$ cat config.mk
export PLATFORM = sky130hd
export DESIGN_NAME = event_timestamper
export DESIGN_NICKNAME = d
export VERILOG_FILES = /design/src/rtl/event_timestamper_pkg.sv /design/src/rtl/timestamp_fifo.sv /design/src/rtl/event_timestamper.sv
export SDC_FILE = /design/constraint.sdc
export NUM_CORES = 1
export LEC_CHECK = 0
export ABC_AREA = 0
export CORE_ASPECT_RATIO = 0.6
export CORE_MARGIN = 1.5
export CORE_UTILIZATION = 45
export DETAILED_ROUTE_END_ITERATION = 8
export GPL_TIMING_DRIVEN = 0
export PLACE_DENSITY = 0.64
export SYNTH_ARGS = -nofsm -noshare
export SYNTH_HDL_FRONTEND = slang
export SYNTH_SLANG_ARGS = --single-unit
$ cat constraint.sdc
create_clock -name clk -period 10.9 [get_ports clk]
set_clock_uncertainty 0.15 [all_clocks]
set_input_delay 1.09 -clock clk [delete_from_list [all_inputs] [get_ports clk]]
set_output_delay 1.09 -clock clk [all_outputs]
set_load 0.005 [all_outputs]
$ cat src/rtl/event_timestamper_pkg.sv
// event_timestamper_pkg
// Shared types and constants for the event timestamper.
//   ts_entry_t        : one queued timestamp {channel, seconds, micro}
//   SECONDS_WIDTH     : width of the seconds field
//   MICRO_WIDTH       : width of the microseconds field
//   channel_width()   : channel index width for a given event count (min 1)
package event_timestamper_pkg;

  localparam int SECONDS_WIDTH = 32;
  localparam int MICRO_WIDTH   = 32;

  // Channel field sized for the largest supported event count (16), so the
  // entry layout does not depend on the top-level parameter.
  localparam int CHANNEL_FIELD_WIDTH = 4;

  typedef struct packed {
    logic [CHANNEL_FIELD_WIDTH-1:0] channel;
    logic [SECONDS_WIDTH-1:0]       seconds;
    logic [MICRO_WIDTH-1:0]         micro;
  } ts_entry_t;

  localparam int ENTRY_WIDTH = $bits(ts_entry_t);

  function automatic int channel_width(input int n);
    return (n <= 1) ? 1 : $clog2(n);
  endfunction

endpackage

$ cat src/rtl/timestamp_fifo.sv
// timestamp_fifo
// Synchronous show-ahead FIFO: rd_data always shows the head entry.
// Ports:
//   clk, reset : clock, synchronous active-high reset
//   wr_en      : push wr_data (ignored when full, even with a read)
//   rd_en      : pop head (ignored when empty)
//   rd_data    : head entry (undefined contents while empty)
//   count      : occupied entries, 0..2**DEPTH_LOG2
//   full/empty : occupancy flags
// Handshake: a push happens on a cycle with wr_en=1 and full=0; a pop
// happens on a cycle with rd_en=1 and empty=0. Both may occur together.
module timestamp_fifo #(
  parameter int DEPTH_LOG2 = 4,
  parameter int WIDTH      = 8
) (
  input  logic                  clk,
  input  logic                  reset,
  input  logic                  wr_en,
  input  logic [WIDTH-1:0]      wr_data,
  input  logic                  rd_en,
  output logic [WIDTH-1:0]      rd_data,
  output logic [DEPTH_LOG2:0]   count,
  output logic                  full,
  output logic                  empty
);

  localparam int DEPTH = 1 << DEPTH_LOG2;

  logic [WIDTH-1:0]      mem [DEPTH];
  logic [DEPTH_LOG2-1:0] wr_ptr_q, wr_ptr_d;
  logic [DEPTH_LOG2-1:0] rd_ptr_q, rd_ptr_d;
  logic [DEPTH_LOG2:0]   count_q, count_d;
  logic                  do_wr, do_rd;

  assign full    = (count_q == (DEPTH_LOG2+1)'(DEPTH));
  assign empty   = (count_q == '0);
  assign count   = count_q;
  assign rd_data = mem[rd_ptr_q];
  assign do_wr   = wr_en && !full;
  assign do_rd   = rd_en && !empty;

  always_comb begin
    wr_ptr_d = wr_ptr_q + DEPTH_LOG2'(do_wr);
    rd_ptr_d = rd_ptr_q + DEPTH_LOG2'(do_rd);
    count_d  = count_q;
    case ({do_wr, do_rd})
      2'b10:   count_d = count_q + 1'b1;
      2'b01:   count_d = count_q - 1'b1;
      default: count_d = count_q;
    endcase
  end

  always_ff @(posedge clk) begin
    if (reset) begin
      wr_ptr_q <= '0;
      rd_ptr_q <= '0;
      count_q  <= '0;
    end else begin
      wr_ptr_q <= wr_ptr_d;
      rd_ptr_q <= rd_ptr_d;
      count_q  <= count_d;
    end
  end

  // Storage is not reset; the top masks the head while empty.
  always_ff @(posedge clk) begin
    if (do_wr) mem[wr_ptr_q] <= wr_data;
  end

endmodule

$ cat src/rtl/event_timestamper.sv
// event_timestamper
// Timestamps rising edges on EVENT_COUNT synchronous event inputs with the
// upstream seconds/microseconds counters and queues them in a show-ahead FIFO.
// Ports:
//   clk, reset                        : clock, synchronous active-high reset
//   microsecondsSinceBoot, secondsSinceBoot, PPS : time inputs
//   events                            : event levels, rising edge = event
//   readStrobe                        : pop head when timestampValid=1
//   timestampValid/Channel/Seconds/Microseconds : head entry (zero when empty)
//   fifoCount                         : occupied entries
//   overflow, clearOverflow           : sticky loss flag and its clear
// Build option: EVENT_TIMESTAMPER_PPS_ALIGN_EN makes the microsecond field
// the offset from the last PPS instead of the raw microsecond count.
module event_timestamper
  import event_timestamper_pkg::*;
#(
  parameter int EVENT_COUNT     = 4,
  parameter int FIFO_DEPTH_LOG2 = 4
) (
  input  logic                                 clk,
  input  logic                                 reset,
  input  logic [MICRO_WIDTH-1:0]               microsecondsSinceBoot,
  input  logic [SECONDS_WIDTH-1:0]             secondsSinceBoot,
  input  logic                                 PPS,
  input  logic [EVENT_COUNT-1:0]               events,
  input  logic                                 readStrobe,
  output logic                                 timestampValid,
  output logic [channel_width(EVENT_COUNT)-1:0] timestampChannel,
  output logic [SECONDS_WIDTH-1:0]             timestampSeconds,
  output logic [MICRO_WIDTH-1:0]               timestampMicroseconds,
  output logic [FIFO_DEPTH_LOG2:0]             fifoCount,
  output logic                                 overflow,
  input  logic                                 clearOverflow
);

  localparam int CW = channel_width(EVENT_COUNT);
  localparam int TW = SECONDS_WIDTH + MICRO_WIDTH;

  logic [EVENT_COUNT-1:0] events_prev_q, events_prev_d, edges;
  logic [EVENT_COUNT-1:0] pending_q, pending_d;
  logic [TW-1:0]          cap_q [EVENT_COUNT];
  logic [TW-1:0]          cap_d [EVENT_COUNT];
  logic                   overflow_q, overflow_d;
  logic                   lost;
  logic [MICRO_WIDTH-1:0] micro;
  logic [TW-1:0]          now;
  logic [CW-1:0]          wr_sel;
  logic                   wr_en;
  ts_entry_t              wr_entry, head;
  logic [ENTRY_WIDTH-1:0] head_bits;
  logic                   fifo_full, fifo_empty;
  logic                   unused_chan_bits;

`ifdef EVENT_TIMESTAMPER_PPS_ALIGN_EN
  logic [MICRO_WIDTH-1:0] usec_at_pps_q, usec_at_pps_d;

  // Using the next base value makes an edge in the PPS cycle read as 0.
  assign usec_at_pps_d = PPS ? microsecondsSinceBoot : usec_at_pps_q;
  assign micro         = microsecondsSinceBoot - usec_at_pps_d;

  always_ff @(posedge clk) begin
    if (reset) usec_at_pps_q <= '0;
    else       usec_at_pps_q <= usec_at_pps_d;
  end
`else
  logic unused_pps;
  assign unused_pps = PPS;
  assign micro      = microsecondsSinceBoot;
`endif

  assign now           = {secondsSinceBoot, micro};
  assign events_prev_d = events;
  assign edges         = events & ~events_prev_q;

  always_comb begin
    // Lowest pending index wins the single write slot.
    wr_sel = '0;
    for (int i = EVENT_COUNT - 1; i >= 0; i--) begin
      if (pending_q[i]) wr_sel = CW'(i);
    end
    wr_en = (|pending_q) && !fifo_full;
    wr_entry.channel = CHANNEL_FIELD_WIDTH'(wr_sel);
    {wr_entry.seconds, wr_entry.micro} = cap_q[wr_sel];

    pending_d = pending_q;
    cap_d     = cap_q;
    lost      = 1'b0;
    for (int i = 0; i < EVENT_COUNT; i++) begin
      if (edges[i]) begin
        // A channel draining this cycle frees its register for the new edge.
        if (!pending_q[i] || (wr_en && wr_sel == CW'(i))) begin
          pending_d[i] = 1'b1;
          cap_d[i]     = now;
        end else begin
          lost = 1'b1;
        end
      end else if (wr_en && wr_sel == CW'(i)) begin
        pending_d[i] = 1'b0;
      end
    end

    // A loss wins over a simultaneous clear.
    overflow_d = lost ? 1'b1 : (clearOverflow ? 1'b0 : overflow_q);
  end

  // Edge history keeps tracking through reset so a level held across
  // release is not mistaken for an event.
  always_ff @(posedge clk) begin
    events_prev_q <= events_prev_d;
  end

  always_ff @(posedge clk) begin
    if (reset) begin
      pending_q  <= '0;
      overflow_q <= 1'b0;
      for (int i = 0; i < EVENT_COUNT; i++) cap_q[i] <= '0;
    end else begin
      pending_q  <= pending_d;
      overflow_q <= overflow_d;
      for (int i = 0; i < EVENT_COUNT; i++) cap_q[i] <= cap_d[i];
    end
  end

  timestamp_fifo #(
    .DEPTH_LOG2 (FIFO_DEPTH_LOG2),
    .WIDTH      (ENTRY_WIDTH)
  ) u_fifo (
    .clk     (clk),
    .reset   (reset),
    .wr_en   (wr_en),
    .wr_data (wr_entry),
    .rd_en   (readStrobe),
    .rd_data (head_bits),
    .count   (fifoCount),
    .full    (fifo_full),
    .empty   (fifo_empty)
  );

  assign head             = ts_entry_t'(head_bits);
  assign unused_chan_bits = ^head.channel;

  // Storage is unreset, so the head is forced to zero while empty.
  assign timestampValid        = !fifo_empty;
  assign timestampChannel      = fifo_empty ? '0 : head.channel[CW-1:0];
  assign timestampSeconds      = fifo_empty ? '0 : head.seconds;
  assign timestampMicroseconds = fifo_empty ? '0 : head.micro;
  assign overflow              = overflow_q;

endmodule

==> run_results.csv <==
group,metric,value,unit
power,internal-power,9.35,mW
power,p_leak,19.4,nW
global_routing,grt_pass1_vias,29547,
synthesis,synthSimpleGateAreaFrac,7.39,%
synthesis,ys_seq_elements,1334,
worst_setup_path,path_cells,"clkbuf_1 -> inv_1 -> nand2_1 -> clkbuf_1 -> clkbuf_1 -> nand3_1 -> o211ai_1 -> clkdlybuf4s50_1",
finish,stdcell_count,5154,
run,cap_violations,0,
floorplanning,num_rows,96,
clocking,cts_htree_levels,3,
worst_setup_path,r2r_cells,10,
power,p_clk_share,32.5,%
global_routing,grt_max_degree,25,
sta,hold_violations,0,
route,vias_per_cell,5.83,
synthesis,syn_inst,3172,
power,power.net_switching,3.69,mW
power,powerDensity,216,nW/um2
synthesis,muxShareOfSynthArea,14.0,%
place,dp_slack,5.63,ns
global_routing,grt_pass1_wl,200,mm
worst_setup_path,start_kind,"register",
synthesis,synth-xor-area-share,0.101,%
worst_setup_path,worstPathArrival,4.84,ns
place,port-buffer-count,143,
synthesis,ys_seq_area_share,71.8,%
synthesis,synth_edf_count,1056,
worst_setup_path,cp_slowest_cell,"nand2_1",
worst_setup_path,cp_common_cell,"clkbuf_1",
route,ant_nets,0,
clocking,cts.repair.resized,0,
route,wl_per_cell,26.2,um
clocking,cts_root_buf,"clkbuf_16",
route,drt_iter0_markers,3859,
finish,drive_gt1_share,17.8,%
synthesis,synth_cell_types,50,
worst_setup_path,critPathKind,"register to output port",
synthesis,avgSynthCellArea,16.4,um2
clocking,clock_latency,0.74,ns
floorplanning,die-width,441,um
sta,worst_slew_pin_slew,1.25,ns
synthesis,synth_top_family_by_area,"multiplexers",
synthesis,synth-compound-area-share,4.52,%
worst_setup_path,reg2reg_slack,6.36,ns
worst_setup_path,slowest_delay,0.73,ns
status,status,"completed",
floorplanning,dieArea,117000,um2
sta,relSlewSlack,16.6,%
route,drc_errors,0,
worst_setup_path,r2r_end,"u_fifo.count[4]$_SDFFE_PP0P_",
clocking,cts_buffer_depth,3,
hold_path,whs_endpoint,"cap_q[99]$_SDFFE_PP0P_",
clocking,cts_hold_buffers,0,
hold_path,min_from,"cap_q[99]$_SDFFE_PP0P_",
sta,period_share,55.8,%
clocking,cts_sinks,1334,
finish,mostFrequentLayoutCell,"edfxtp_1",
synthesis,synthAdderAreaFrac,0.231,%
worst_setup_path,r2r-start,"u_fifo.count[0]$_SDFFE_PP0P_",
sta,max_freq,164,MHz
floorplanning,io_pins,146,
place,dpl.hpwl,91.9,mm
worst_setup_path,cp_num_cells,8,
worst_setup_path,path_buf_inv,5,
clocking,cts_tree,"built",
sta,hold-worst-slack,0.305,ns
hold_path,hold_path.class,"register to register",
synthesis,synth_nets,3254,
sta,setup_viol,0,
synthesis,async_flop_share,0,%
global_routing,grtUsageTotal,23.2,%
synthesis,syn_area,51900,um2
worst_setup_path,path_delay_family,"buffers and inverters",
route,vias,30047,
route,dr.pass1.iters,8,
power,p_seq_share,44.4,%
finish,nets,3619,
floorplanning,start_util,45.4,%
global_routing,antenna_found_initial,0,
clocking,post_cts_buffers,0,
synthesis,yosysWarnings,0,
power,total_power,13.0,mW
finish,fin_util,52.9,%
sta,fin_crit,6.08,ns
route,routed_wl,135,mm
power,combPwrFrac,23.0,%
sta,fin_ws,4.82,ns
synthesis,synth_ff_type,"edfxtp_1",
clocking,cts_buffers,115,
finish,synthToLayoutAreaGrowth,16.5,%
worst_setup_path,critical_path.max_fanout,10,
floorplanning,fp.coreArea,114000,um2
hold_path,hold_depth,2,
sta,rsz0062_at_grt,"false",
power,swShare,28.3,%
floorplanning,fp.dieH,266,um
finish,mostFrequentLayoutCells,"edfxtp_1 (1056), nand2_1 (509), dfxtp_1 (278), mux4_2 (264), a21oi_1 (193)",
sta,final_max_slew_viol_count,0,
sta,fin_setup_tns,0,ns
place,placed_area,56600,um2
global_routing,overflow,0,
worst_setup_path,critPathCaptureType,"output port",
place,placed_cells,4939,
worst_setup_path,worstPathRequired,9.66,ns
place,gp_congestion,0.825,
power,max-vdd-ir-drop,0.160,mV
finish,stdcell_area,60500,um2
clocking,clk_pin_slew,0.07,ns
-- per-layer routing --
layer	wire length, um	vias up	GRT usage, %
li1	-	13002	-
met4	2880	0	5.15
met3	11700	172	4.66
met2	60600	1371	34.7
met1	60000	15502	35.3
met5	0	-	0
-- flip-flops by register name, indices dropped and copies added, names as in the netlist --
name             flops
u_fifo.wr_ptr_q      4
u_fifo.count         5
overflow             1
cap_q              256
u_fifo.rd_ptr_q      4
pending_q            4
u_fifo.mem        1056
events_prev_q        4
-- logic make-up after synthesis --
kind of cell | Yosys count
AO/OA/AOI/OAI | 351
AND/OR/NAND/NOR | 848
flip-flops | 1334
multiplexers | 395
adder cells (fa/ha/maj) | 9
XOR/XNOR | 6
buffers and inverters | 229
-- cells in the mapped netlist (2+ instances only) --
cell type	number	area [um2]
mux2i_1	131	1310
a222oi_1	64	641
buf_6	13	146
nand2b_1	136	851
buf_1	12	45.0
dfxtp_1	278	5570
nor4_1	5	31.3
nand2_1	509	1910
and2_1	3	18.8
nand3_1	136	681
a31oi_1	2	12.5
or4_1	2	15.0
xnor2_1	3	26.3
xor2_1	3	26.3
a21oi_2	10	87.6
a21oi_1	193	966
o21ai_0	3	15.0
nor2b_1	7	43.8
nor3_1	4	20.0
buf_2	52	260
o211ai_1	66	495
mux4_2	264	5950
nand3b_1	5	37.5
nor2_1	22	82.6
ha_1	8	100
clkbuf_1	147	552
edfxtp_1	1056	31700
o31ai_1	4	30.0
nand2_2	10	62.6
inv_1	4	15.0
-- worst min-delay path, delay by kind of cell (launching register included) --
kind	cells	cell delay, ns
and+or+nand+nor	1	0.05
DFF	1	0.31
AOI/OAI and AO/OA	1	0.05
-- power groups by stage --
stage / clock [mW] / sequential [mW] / combinational, mW
after global routing: 4.49 / 5.81 / 3.21
after global placement: 0 / 5.97 / 2.96
after detailed placement: 0 / 5.90 / 3.03
after CTS: 4.29 / 5.80 / 3.05
final: 4.25 / 5.80 / 3.00
after floorplan: 0 / 5.91 / 1.64
-- cell type report --
| class | count | area [um2] |
|---|---|---|
| sequential | 1334 | 37300 |
| timing repair buffer | 248 | 2700 |
| inverter | 5 | 18.8 |
| tap | 1519 | 1900 |
| clock inverter | 67 | 754 |
| multi-input combinational | 1609 | 13700 |
| fill | 9171 | 53900 |
| clock buffer | 146 | 3090 |
| antenna | 2 | 5.00 |
| buffer | 224 | 1000 |
-- worst max path at each step --
stage	start	end	slack [ns]
final	u_fifo.count[4]$_SDFFE_PP0P_	timestampMicroseconds[18]	4.82
after global routing	u_fifo.count[4]$_SDFFE_PP0P_	timestampMicroseconds[18]	4.47
after CTS	u_fifo.count[4]$_SDFFE_PP0P_	timestampMicroseconds[18]	4.80
after detailed placement	u_fifo.count[4]$_SDFFE_PP0P_	timestampMicroseconds[18]	5.63
after global placement	u_fifo.count[0]$_SDFFE_PP0P_	u_fifo.mem[0][9]$_DFFE_PP_	-6.18
after floorplan	u_fifo.count[0]$_SDFFE_PP0P_	u_fifo.mem[0][0]$_DFFE_PP_	2.11
Note: power is estimated with default switching activity, not from simulation.
